$ cat config.mk
export PLATFORM = sky130hd
export DESIGN_NAME = tx_fifo_module
export DESIGN_NICKNAME = d
export VERILOG_FILES = /design/src/rtl/tx_fifo_module.sv
export SDC_FILE = /design/constraint.sdc
export NUM_CORES = 1
export LEC_CHECK = 0
export ABC_CLOCK_PERIOD_IN_PS = 3100
export CORE_MARGIN = 8
export CORE_UTILIZATION = 25
export CTS_CLUSTER_DIAMETER = 40
export DETAILED_ROUTE_END_ITERATION = 8
export HOLD_SLACK_MARGIN = 0.12
export PLACE_DENSITY = 0.41
export SETUP_SLACK_MARGIN = 0.02
export SLEW_MARGIN = 20
export SYNTH_ARGS = -nofsm -noshare
export SYNTH_HDL_FRONTEND = slang
export SYNTH_SLANG_ARGS = --single-unit
$ cat constraint.sdc
create_clock -name clk -period 3.1 [get_ports clk]
set_input_delay 0.62 -clock clk [delete_from_list [all_inputs] [get_ports clk]]
set_output_delay 0.62 -clock clk [all_outputs]
set_load 0.05 [all_outputs]
$ cat src/rtl/tx_fifo_module.sv
// Byte FIFO and transmit sequencer feeding a UART transmitter (IDLE -> SEND -> GAP).
// Define TX_FIFO_OVF_EN to add the sticky overflow flag (ovf_flag) and its clear input (ovf_clr).
module tx_fifo_module #(
    parameter int DEPTH = 16
) (
    input  logic                     clk,
    input  logic                     rst,
`ifdef TX_FIFO_OVF_EN
    input  logic                     ovf_clr,
    output logic                     ovf_flag,
`endif
    input  logic                     wr_en,
    input  logic [7:0]               wr_data,
    output logic                     full,
    output logic                     empty,
    output logic [$clog2(DEPTH):0]   count,
    output logic                     tx_en_sig,
    output logic [7:0]               tx_data,
    input  logic                     tx_done_sig,
    output logic                     busy
);

    localparam int ADDR_W = $clog2(DEPTH);
    localparam int CNT_W  = ADDR_W + 1;

    typedef enum logic [1:0] {
        IDLE = 2'd0,
        SEND = 2'd1,
        GAP  = 2'd2
    } state_e;

    logic [7:0]        mem [DEPTH];
    state_e            state_q,  state_d;
    logic [ADDR_W-1:0] wr_ptr_q, wr_ptr_d;
    logic [ADDR_W-1:0] rd_ptr_q, rd_ptr_d;
    logic [CNT_W-1:0]  count_q,  count_d;
    logic              tx_en_q,  tx_en_d;
    logic [7:0]        tx_data_q, tx_data_d;
    logic              wr_accept;
    logic              pop;

    assign full      = (count_q == CNT_W'(DEPTH));
    assign empty     = (count_q == '0);
    assign count     = count_q;
    assign tx_en_sig = tx_en_q;
    assign tx_data   = tx_data_q;
    assign busy      = (state_q != IDLE);

    // A write while full is dropped even if a pop happens in the same cycle.
    assign wr_accept = wr_en && !full;
    assign pop       = (state_q == IDLE) && !empty;

    always_comb begin
        state_d   = state_q;
        tx_en_d   = tx_en_q;
        tx_data_d = tx_data_q;
        wr_ptr_d  = wr_accept ? wr_ptr_q + ADDR_W'(1) : wr_ptr_q;
        rd_ptr_d  = pop ? rd_ptr_q + ADDR_W'(1) : rd_ptr_q;

        unique case ({wr_accept, pop})
            2'b10:   count_d = count_q + CNT_W'(1);
            2'b01:   count_d = count_q - CNT_W'(1);
            default: count_d = count_q;
        endcase

        case (state_q)
            IDLE: begin
                if (pop) begin
                    state_d   = SEND;
                    tx_en_d   = 1'b1;
                    tx_data_d = mem[rd_ptr_q];
                end
            end
            SEND: begin
                if (tx_done_sig) begin
                    state_d = GAP;
                    tx_en_d = 1'b0;
                end
            end
            GAP:     state_d = IDLE;
            default: state_d = IDLE;
        endcase
    end

    // NOTE: sequential state uses non-blocking assignments so every flop samples pre-edge values.
    always_ff @(posedge clk) begin
        if (rst) begin
            state_q   <= IDLE;
            wr_ptr_q  <= '0;
            rd_ptr_q  <= '0;
            count_q   <= '0;
            tx_en_q   <= 1'b0;
            tx_data_q <= 8'h00;
        end else begin
            state_q   <= state_d;
            wr_ptr_q  <= wr_ptr_d;
            rd_ptr_q  <= rd_ptr_d;
            count_q   <= count_d;
            tx_en_q   <= tx_en_d;
            tx_data_q <= tx_data_d;
        end
    end

    // NOTE: storage is deliberately not reset; count and pointers alone decide which entries are valid.
    always_ff @(posedge clk) begin
        if (!rst && wr_accept) begin
            mem[wr_ptr_q] <= wr_data;
        end
    end

`ifdef TX_FIFO_OVF_EN
    logic ovf_q, ovf_d;

    // Set wins over clear when both land in the same cycle.
    always_comb begin
        ovf_d = (ovf_q && !ovf_clr) || (wr_en && full);
    end

    always_ff @(posedge clk) begin
        if (rst) begin
            ovf_q <= 1'b0;
        end else begin
            ovf_q <= ovf_d;
        end
    end

    assign ovf_flag = ovf_q;
`endif

endmodule

# Yosys cells after proc, flatten, opt, wreduce, memory -nomap -nowiden
# Memories as Yosys holds them, arrays and structs flattened. A register that Yosys moved wholly into a read port is not among the register bits.
# Index checks and enable logic that the tools add are counted.
# word_totals
ff_bits	16
mem_count	1
ramBits	128
in_bits	12
word_cells	39
output_inout_bits	17
# op_classes
reduce_logical	14
n_eq_ne	6
mux	9
n_addsub	4
# mem_list
memory	depth	width	rd	rd_ports_with_merged_regs	wr	line	text
mem	16	8	1	1	1	32	logic [7:0] mem [DEPTH];
# op_table
operator	count
5-bit one-hot mux with 2 select lines	1
4-bit by 1-bit adder with 4-bit output (second input constant)	2
2-bit nonzero test	3
5-bit by 1-bit adder with 5-bit output (second input constant)	1
5-bit == test (second input constant)	1
5-bit logical NOT	1
5-bit by 1-bit subtractor with 5-bit output (second input constant)	1
2-bit by 1-bit == test with 1-bit output (second input constant)	2
1-bit two-way mux	4
2-bit two-way mux	2
2-bit != test (second input constant)	2
2-bit one-hot mux with 2 select lines	1
2-bit AND reduction	2
1-bit logical AND	3
1-bit logical NOT	3
3-bit AND reduction	1
2-bit == test (second input constant)	1
2-bit logical NOT	1
1-bit one-hot mux with 2 select lines	1

# Longest topological paths before layout
# Gate-level depths: netlist of run 1.
# depth
depth_word	6
depth_mapped	10
mapped_depth_nobuf	9

# Worst setup path after synthesis of run 1
# OpenSTA, ideal clock, no wires.
# synth_timing
path_kind	reg-to-reg
startpoint	reg count_q[4], in the netlist count[4]
endpoint	reg count_q[4], in the netlist count[4]
path_stages_with_launch	11
setup_slack_ps	71
required_ps	2979
path_buffers	2
synth_period_minus_slack_ps	3029
arrival_ps	2908
cell_sequence	dfxtp_1 -> buf_4 -> inv_1 -> a21boi_2 -> buf_4 -> ha_1 -> ha_1 -> a21o_1 -> a21oi_1 -> mux2i_1 -> mux2_2
# synth_between
elab_chain_len	5
word_cells_on_any_way	12
# synth_rtl
element	line	text
start, declared	36	logic [CNT_W-1:0] count_q, count_d;
start signal, assigned	98	count_q <= count_d;
5-bit logical NOT *	43	assign empty = (count_q == '0);
1-bit logical NOT *	51	assign pop = (state_q == IDLE) && !empty;
1-bit logical AND *	51	
net pop	40	logic pop;
2-bit by 1-bit == test with 1-bit output or 2-bit == test (tied branches)	60	unique case ({wr_accept, pop})
5-bit one-hot mux with 2 select lines or 2-bit nonzero test (tied branches)	--	
# Mark *: on every way through the listed nets, which the timed path passes. The rest lies on a longest branch.
# A chain may end at the register's enable or synchronous reset.

# Worst setup path in the final report of run 1
# layout_timing
startpoint	in wr_en
endpoint	reg count_q[4], in the netlist count[4]
# layout_between
elab_chain_len	3
word_cells_on_any_way	5
# layout_rtl
element	line	text
start, declared	12	input logic wr_en,
1-bit logical AND *	50	assign wr_accept = wr_en && !full;
2-bit by 1-bit == test with 1-bit output or 2-bit == test (tied branches)	60	
5-bit one-hot mux with 2 select lines or 2-bit nonzero test (tied branches)	--	
# Mark *: on every way between the ends. The rest lies on a longest branch, timed or not.

==> impl_metrics.tcl, run 1 <==
set metrics [dict create \
    clk_latency_ns 0.41 \
    max_freq_mhz 374 \
    grt_pass1_wl_um 21500 \
    worstSetupPathType "primary input to flop" \
    yosys_warnings 0 \
    layout.nets 445 \
    synth_area_um2 6110 \
    hold_end "tx_data[0]" \
    synthMuxAreaShare_pct 12.0 \
    cts.sinks 152 \
    critPathMaxStageDelay_ns 0.48 \
    die_x_um 172 \
    rr_startpoint "count[0]" \
    dieArea_um2 29700 \
    synth_top_area_share_pct 62.9 \
    yosys_register_bits 152 \
    cts_buffers 17 \
    port_buffers 28 \
    dp_hpwl_um 9430 \
    io_pins 29 \
    clock_path_buffers 2 \
    drtAntennaViolNets 0 \
    worstSetupEndpointType "flop" \
    synth_top_family_by_area "multiplexers" \
    clkTransAtPathRegs_ns 0.06 \
    instances_no_fill 760 \
    htree_num_levels 4 \
    root_buffer "clkbuf_16" \
    p_per_area_nw_per_um2 770 \
    firstDrtPassIters 5 \
    syn_avg_cell_area_um2 16.5 \
    path_cells "clkdlybuf4s50_1 > a21boi_1 > inv_1 > ha_1 > fa_1 > a21o_1 > a21oi_1 > mux2i_1 > mux2_2" \
    async_reset_ff_share_pct 0 \
    grtUsageTotal_pct 10.2 \
    max_slew_margin_pct 45.7 \
    layout_commonest_cell "edfxtp_1" \
    dpl.cell_count 728 \
    yosysTopAreaCell "edfxtp_1" \
    synthCells 371 \
    irDropWorstVdd_mv 0.388 \
    synthSimpleGateAreaFrac_pct 5.42 \
    overflow 0 \
    cts_tree "built" \
    cp.required_ns 3.40 \
    syn_to_final_growth_pct 20.8 \
    initial_core_util_pct 25.3 \
    fin_crit_ns 2.67 \
    outcome "finished clean" \
    maxCapViolations 0 \
    via_count 3270 \
    whs_path_depth 2 \
    leakage_nw 2.36 \
    grt_max_degree 34 \
    wire_per_inst_um 18.7 \
    worstReg2RegEnd "count[4]" \
    holdWs_ns 0.498 \
    die_y_um 172 \
    place_congestion 0.693 \
    drt_iter0_markers 250 \
    synth_fa_ha_area_share_pct 2.17 \
    critPathArrivalTime_ns 2.97 \
    startpoint_type "primary input" \
    cp_num_buf_inv 2 \
    fin_skew_ns 0.00664 \
    ys_seq_area_share_pct 70.7 \
    via_per_inst 4.30 \
    finalHoldViolCount 0 \
    drc 0 \
    rsz0062_at_grt "false" \
    syn_nets 393 \
    core_area_um2 24200 \
    tightest_slew_ns 0.813 \
    place_ws_ns 0.00260 \
    routed_wirelength_um 14200 \
    cts_resized 0 \
    setup_slack_ns 0.426 \
    rows 57 \
    synth_ff_type "edfxtp_1" \
    drive_gt1_share_pct 18.6 \
    slew_viol_final 0 \
    synth_edf_count 128 \
    layout_common_cells "128 x edfxtp_1, 50 x nor2_1, 36 x mux2i_1, 26 x clkdlybuf4s50_1, 25 x buf_4" \
    tns_ns 0 \
    hold_path_startpoint "tx_data[0]" \
    synthTopCellsByArea "edfxtp_1 63%, dfxtp_1 7.9%, mux2i_1 5.9%" \
    regToRegSetupSlack_ns 0.46 \
    grt_pass1_vias 3462 \
    rr_worst_depth 8 \
    antenna_found_initial 0 \
    slowest_stage "clkdlybuf4s50_1" \
    hold_path_class "flop to flop" \
    synth.distinct_cells 42 \
    post_cts_buffers 0 \
    cts_hold_buf 0 \
    crit_fanout 5 \
    crit_family "adder cells" \
    setup_viol 0 \
    antenna_cells 0 \
    synth_xor_area_share_pct 1.29 \
    synth_compound_area_share_pct 6.16 \
    finalCritPeriodShare_pct 86.3 \
    utilization_pct 30.6 \
]
Yosys cell counts, types with 2 or more instances:
library cell / instances
nand3b_1: 3
buf_4: 3
edfxtp_1: 128
mux2i_1: 36
and3_1: 2
o22ai_1: 16
inv_1: 6
buf_6: 2
dfxtp_1: 24
a311oi_1: 8
nor2_1: 50
ha_1: 9
xor2_1: 6
xnor2_1: 3
nor3_1: 2
or3_1: 2
mux4_2: 16
a21oi_1: 5
a22oi_1: 8
nand2_1: 5
nor2b_1: 3
clkbuf_1: 4
buf_1: 2
o211ai_2: 3
buf_2: 7
o31ai_1: 2
metal layers:
| layer | part of all wire, % | vias up | GRT usage, % | routed length [µm] |
|---|---|---|---|---|
| li1 | - | 1543 | - | - |
| met1 | 47 | 1664 | 13.0 | 6620 |
| met2 | 49 | 53 | 16.5 | 6890 |
| met3 | 3.4 | 10 | 2.40 | 484 |
| met4 | 1.3 | 0 | 3.64 | 184 |
| met5 | 0 | - | 0 | 0 |
worst min-delay path, cell delays in order, from the launching register on:
cell and delay (ns):
dfxtp_1 0.31, nor2_1 0.09, a311oi_1 0.05
where the power goes:
part           leakage (nW)  switching, mW  total (mW)  internal [mW]
Combinational         0.764          0.907        1.46          0.549
Clock                 0.248          0.785        1.80           1.02
Sequential             1.35          0.104        2.43           2.33
Total                  2.36           1.80        5.69           3.89
per-stage QoR:
stage / total power, mW / area [µm²]
floorplan: 3.51 / 6110
global placement: 3.95 / 6870
detailed placement: 3.97 / 6870
CTS: 5.79 / 7390
global route: 5.99 / 7390
finish: 5.69 / 7390
worst max-delay path by stage:
stage,slack [ns],cells after the start,from,endpoint
after global routing,0.22,9,count[0],count[4]
after detailed placement,0.003,9,wr_en,count[4]
after CTS,0.42,8,count[0],count[4]
after global placement,0.05,9,wr_en,count[4]
after floorplan,0.07,10,count[4],count[4]
final,0.43,9,wr_en,count[4]
area by class of cell:
class,count,area [µm²]
inverters,6,22.5
repair buffers,52,468
well taps,324,405
clock inverters,12,77.6
clock buffers,20,437
fillers,2383,16800
flip-flops and latches,152,4330
multi-input cells,194,1650
state kept, by name (all words and copies together) (netlist names):
signal and count:
rd_ptr_q 4, mem 128, state_q 2, count 5
tx_en_sig 1, wr_ptr_q 4, tx_data 8
cell families after synthesis:
kind of cell	Yosys count
mux	53
fa+ha+maj	10
simple gates	73
xor+xnor	9
compound gates	49
buf+inv	25
flops	152
Note: power is estimated with default switching activity, not from simulation.
==> run 2, diff against run 1 <==
- CAP_MARGIN: not set -> 20
- CORE_MARGIN: 8 -> not set
- SLEW_MARGIN: 20 -> not set
==> run 2 against run 1 <==
  * Sequential share of layout area down 0.32 points
  * Global-route usage up 1.9 points
  * Total power up 2.1%
  * Final cell count down 0.39%
  * Design area up 0.54%
  * Largest power group unchanged
  * Fmax down 10%
  * Critical path depth down 6
  * Clock power up 6%
  * Via count up 0.15%
  * Die area down 16%
==> impl_metrics.tcl, run 2 (same netlist as run 1, synthesis figures left out) <==
set metrics [dict create \
    outcome "finished clean" \
    fin_skew_ns 0.00960 \
    total_power_mw 5.81 \
    antenna_cells 0 \
    grtUsageTotal_pct 12.1 \
    design_area_um2 7430 \
    grt_pass1_wl_um 21100 \
    critPathLaunch "count[0]" \
    max_freq_mhz 336 \
    wire_per_inst_um 18.5 \
    via_per_inst 4.33 \
    overflow 0 \
    drt_iter0_markers 215 \
    dpl.cell_count 725 \
    place_area_um2 6890 \
    p_per_area_nw_per_um2 782 \
    drc 0 \
    slew_viol_final 0 \
    port_buffers 28 \
    grt_pass1_vias 3357 \
    drtAntennaViolNets 0 \
    finalCritPeriodShare_pct 95.9 \
    max_slew_margin_pct 47.7 \
    htree_num_levels 4 \
    firstDrtPassIters 4 \
    grt_max_degree 35 \
    layout.nets 447 \
    cts_buffers 17 \
    top_register "mem" \
    via_count 3275 \
    setup_slack_ns 0.126 \
    startpoint_type "flop" \
    dieArea_um2 25100 \
    place_ws_ns 0.0185 \
    rsz0062_at_grt "false" \
    setup_viol 0 \
    worstSetupPathType "flop to primary output" \
    syn_to_final_growth_pct 21.5 \
    tightest_slew_ns 0.783 \
    utilization_pct 31.3 \
    instances_no_fill 757 \
    root_buffer "clkbuf_16" \
    largest_reg_flops 128 \
    drive_gt1_share_pct 18.3 \
    maxCapViolations 0 \
    irDropWorstVdd_mv 0.439 \
    cts_tree "built" \
    layout_commonest_cell "edfxtp_1" \
    critPathArrivalTime_ns 2.35 \
    clkTransAtPathRegs_ns 0.06 \
    crit_fanout 6 \
    dp_hpwl_um 9110 \
    routed_wirelength_um 14000 \
    clock_path_buffers 2 \
    holdWs_ns 0.499 \
    finalHoldViolCount 0 \
    io_pins 29 \
    worstSetupEndpointType "primary output" \
    initial_core_util_pct 25.7 \
    cp.required_ns 2.48 \
    rows 56 \
    die_y_um 158 \
    core_area_um2 23800 \
    cts.sinks 152 \
    antenna_found_initial 0 \
    layout_common_cells "128 x edfxtp_1, 50 x nor2_1, 36 x mux2i_1, 27 x clkdlybuf4s50_1, 25 x buf_4" \
    tns_ns 0 \
    hold_path_startpoint "tx_en_sig" \
    leakage_nw 2.40 \
    hold_path_class "flop to flop" \
    die_x_um 158 \
    rr_startpoint "count[0]" \
    clk_latency_ns 0.42 \
    place_congestion 0.732 \
    fin_crit_ns 2.97 \
]
==> run 2: cell types whose count changed in the layout (fill, tap and decap cells not counted) <==
cell / delta
clkinv_1: +2
dlymetal6s2s_1: +1
clkinv_2: -2
clkbuf_1: -1
bufinv_16: +1
clkdlybuf4s50_1: +1
==> run 2: layer usage <==
metal / part of all wire [%] / vias up / GRT usage, % / wire, µm
met5: 0 / - / 0 / 0
met4: 1.5 / 0 / 4.67 / 216
met3: 2.8 / 15 / 2.23 / 398
met2: 45 / 52 / 18.8 / 6380
met1: 50 / 1662 / 16.6 / 7030
li1: - / 1546 / - / -
==> run 2: final cells by class <==
| type | instances | area (µm²) |
|---|---|---|
| timing repair buffer | 54 | 490 |
| sequential | 152 | 4330 |
| fill | 2337 | 16300 |
| multi-input combinational | 194 | 1650 |
| tap | 319 | 399 |
| inverter | 6 | 22.5 |
| clock buffer | 19 | 433 |
| clock inverter | 13 | 105 |
==> run 2: repair_timing <==
item / in CTS / in global routing
hold buffers: 0 / 0
endpoints found under the setup margin: 0 / 1
hold endpoints to repair: 0 / 0
resized for setup: 0 / 1
buffers inserted: 0 / 0
==> run 2: worst max-delay path, cell delays in order (launching register included) <==
cell and delay [ns]:
dfxtp_1 0.38, or4_1 0.61, nor2_1 0.13, clkdlybuf4s50_1 0.81
==> run 2: where the power goes <==
group,internal (mW),leakage (nW),switching (mW)
sequential,2.33,1.35,0.108
combinational,0.564,0.789,0.907
clock,1.10,0.256,0.809
total,3.99,2.40,1.82
==> run 2: final timing paths <==
kind	to	slack (ns)	cells past startpoint
setup reg to reg	count[4]	0.49	8
hold reg to reg	tx_en_sig	0.50	2
hold / removal	tx_en_sig	0.50	2
setup / recovery	empty	0.13	3
==> run 3, diff against run 2 <==
- GPL_TIMING_DRIVEN: not set -> 0
==> run 3 against run 2 <==
  * Combinational power increased by 10%
  * Total power grew 7.8%
  * Final cell count decreased by 0.26%
  * Non-clock buffer count down 1
  * Sequential share of layout area down 0.57 points
  * Sequential power about the same
  * Critical path depth up 6
  * Highest routed layer unchanged
  * Fmax rose by 3.9%
  * Design area grew 0.96%
  * First-iteration DRC count grew 23%
==> impl_metrics.tcl, run 3 (same netlist as run 1, synthesis figures left out) <==
set metrics [dict create \
    outcome "finished clean" \
    firstDrtPassIters 4 \
    fin_skew_ns 0.00968 \
    place_congestion 0.731 \
    hold_path_class "flop to flop" \
    clock_path_buffers 2 \
    max_slew_margin_pct 33.0 \
    cts.sinks 152 \
    antenna_cells 0 \
    crit_fanout 10 \
    die_y_um 158 \
    rsz0062_at_grt "false" \
    via_count 3320 \
    setup_slack_ns 0.239 \
    largest_reg_flops 128 \
    io_pins 29 \
    drtAntennaViolNets 0 \
    initial_core_util_pct 25.7 \
    top_register "mem" \
    layout_commonest_cell "edfxtp_1" \
    leakage_nw 2.42 \
    place_ws_ns -0.575 \
    design_area_um2 7500 \
    cts_buffers 17 \
    setup_viol 0 \
    drc 0 \
    whs_path_depth 2 \
    rows 56 \
    dp_hpwl_um 9520 \
    antenna_found_initial 0 \
    p_per_area_nw_per_um2 835 \
    layout.nets 446 \
    critPathArrivalTime_ns 3.16 \
    drt_iter0_markers 265 \
    drive_gt1_share_pct 17.2 \
    maxCapViolations 0 \
    slew_viol_final 0 \
    rr_worst_depth 9 \
    total_power_mw 6.26 \
    die_x_um 158 \
    grt_max_degree 17 \
    worstSetupPathType "flop to flop" \
    core_area_um2 23800 \
    syn_to_final_growth_pct 22.6 \
    finalCritPeriodShare_pct 92.3 \
    routed_wirelength_um 14400 \
    cts_tree "built" \
    cts_hold_buf 0 \
    overflow 0 \
    grt_pass1_vias 3310 \
    via_per_inst 4.40 \
    grtUsageTotal_pct 12.3 \
    tightest_slew_ns 1.00 \
    root_buffer "clkbuf_16" \
    clk_latency_ns 0.41 \
    max_freq_mhz 349 \
    layout_common_cells "128 x edfxtp_1, 50 x nor2_1, 36 x mux2i_1, 26 x clkdlybuf4s50_1, 24 x dfxtp_1" \
    finalHoldViolCount 0 \
    fill_cells 2316 \
    dieArea_um2 25100 \
    clkTransAtPathRegs_ns 0.06 \
    multiInputGateArea_um2 1680 \
    cp.required_ns 3.40 \
    place_area_um2 6790 \
    wire_per_inst_um 19.0 \
    htree_num_levels 4 \
    seqCellArea_um2 4320 \
    fin_crit_ns 2.86 \
    irDropWorstVdd_mv 0.364 \
    worstSetupEndpointType "flop" \
    port_buffers 28 \
    grt_pass1_wl_um 21500 \
    startpoint_type "flop" \
]
==> run 3: changes by cell type in the layout (fill, tap and decap cells not counted), moves of 2 or more <==
cell,previous run,this run
buf_2,0,7
bufinv_16,1,5
clkbuf_1,2,5
a21boi_4,0,2
clkinv_4,1,3
clkinvlp_4,3,0
dlygate4sd2_1,0,2
buf_4,25,9
buf_6,0,2
buf_1,0,2
==> run 3: cell type report <==
| cell class | count | area share (%) |
|---|---|---|
| plain buffers | 19 | 1.55 |
| clock buffers | 18 | 5.72 |
| clock inverters | 13 | 2.70 |
| inverters | 6 | 0.300 |
| multi-input cells | 194 | 22.4 |
| flip-flops and latches | 152 | 57.7 |
| well taps | 319 | 5.32 |
| repair buffers | 34 | 4.31 |
==> run 3: timing repair <==
item,in CTS,in global routing
pin swaps,1,2
buffers inserted,1,5
gates resized for setup,5,2
setup endpoints to repair,3,1
==> run 3: critical path: stages (launching register included) <==
cell,delay (ns)
dfxtp_1,0.39
nor4_4,0.40
a21boi_4,0.12
buf_4,0.20
ha_2,0.23
fa_1,0.42
a21o_1,0.20
a21oi_1,0.18
mux2i_1,0.25
mux2_2,0.36
==> run 3: metal layers <==
metal	routed length, µm	up-vias	global-route usage, %
li1	-	1548	-
met2	6560	66	18.6
met1	7110	1698	17.6
met5	0	-	0
met3	548	8	2.56
met4	144	0	3.85
==> run 3: power by group <==
part	internal [mW]	total [mW]	switching [mW]
sequential	2.33	2.42	0.0928
combinational	0.633	1.62	0.984
clock	1.42	2.23	0.803
==> run 3: path summary, 6_finish.rpt <==
check | startpoint | to | slack [ns]
min | tx_en_sig | tx_en_sig | 0.50
min reg2reg | tx_en_sig | tx_en_sig | 0.50
max | count[0] | count[4] | 0.24
max reg2reg | count[0] | count[4] | 0.24
==> run 3: through the flow <==
step / instances / TNS (ns) / util (%) / hold slack [ns]
CTS: 750 / 0 / 31.4 / 0.506
detailed placement: 718 / -10.01 / 28.6 / 0.498
global placement: 718 / -6.93 / 28.6 / 0.488
global route: 755 / 0 / 31.6 / 0.543
floorplan: 371 / 0 / - / 0.471
finish: 755 / 0 / 31.6 / 0.500
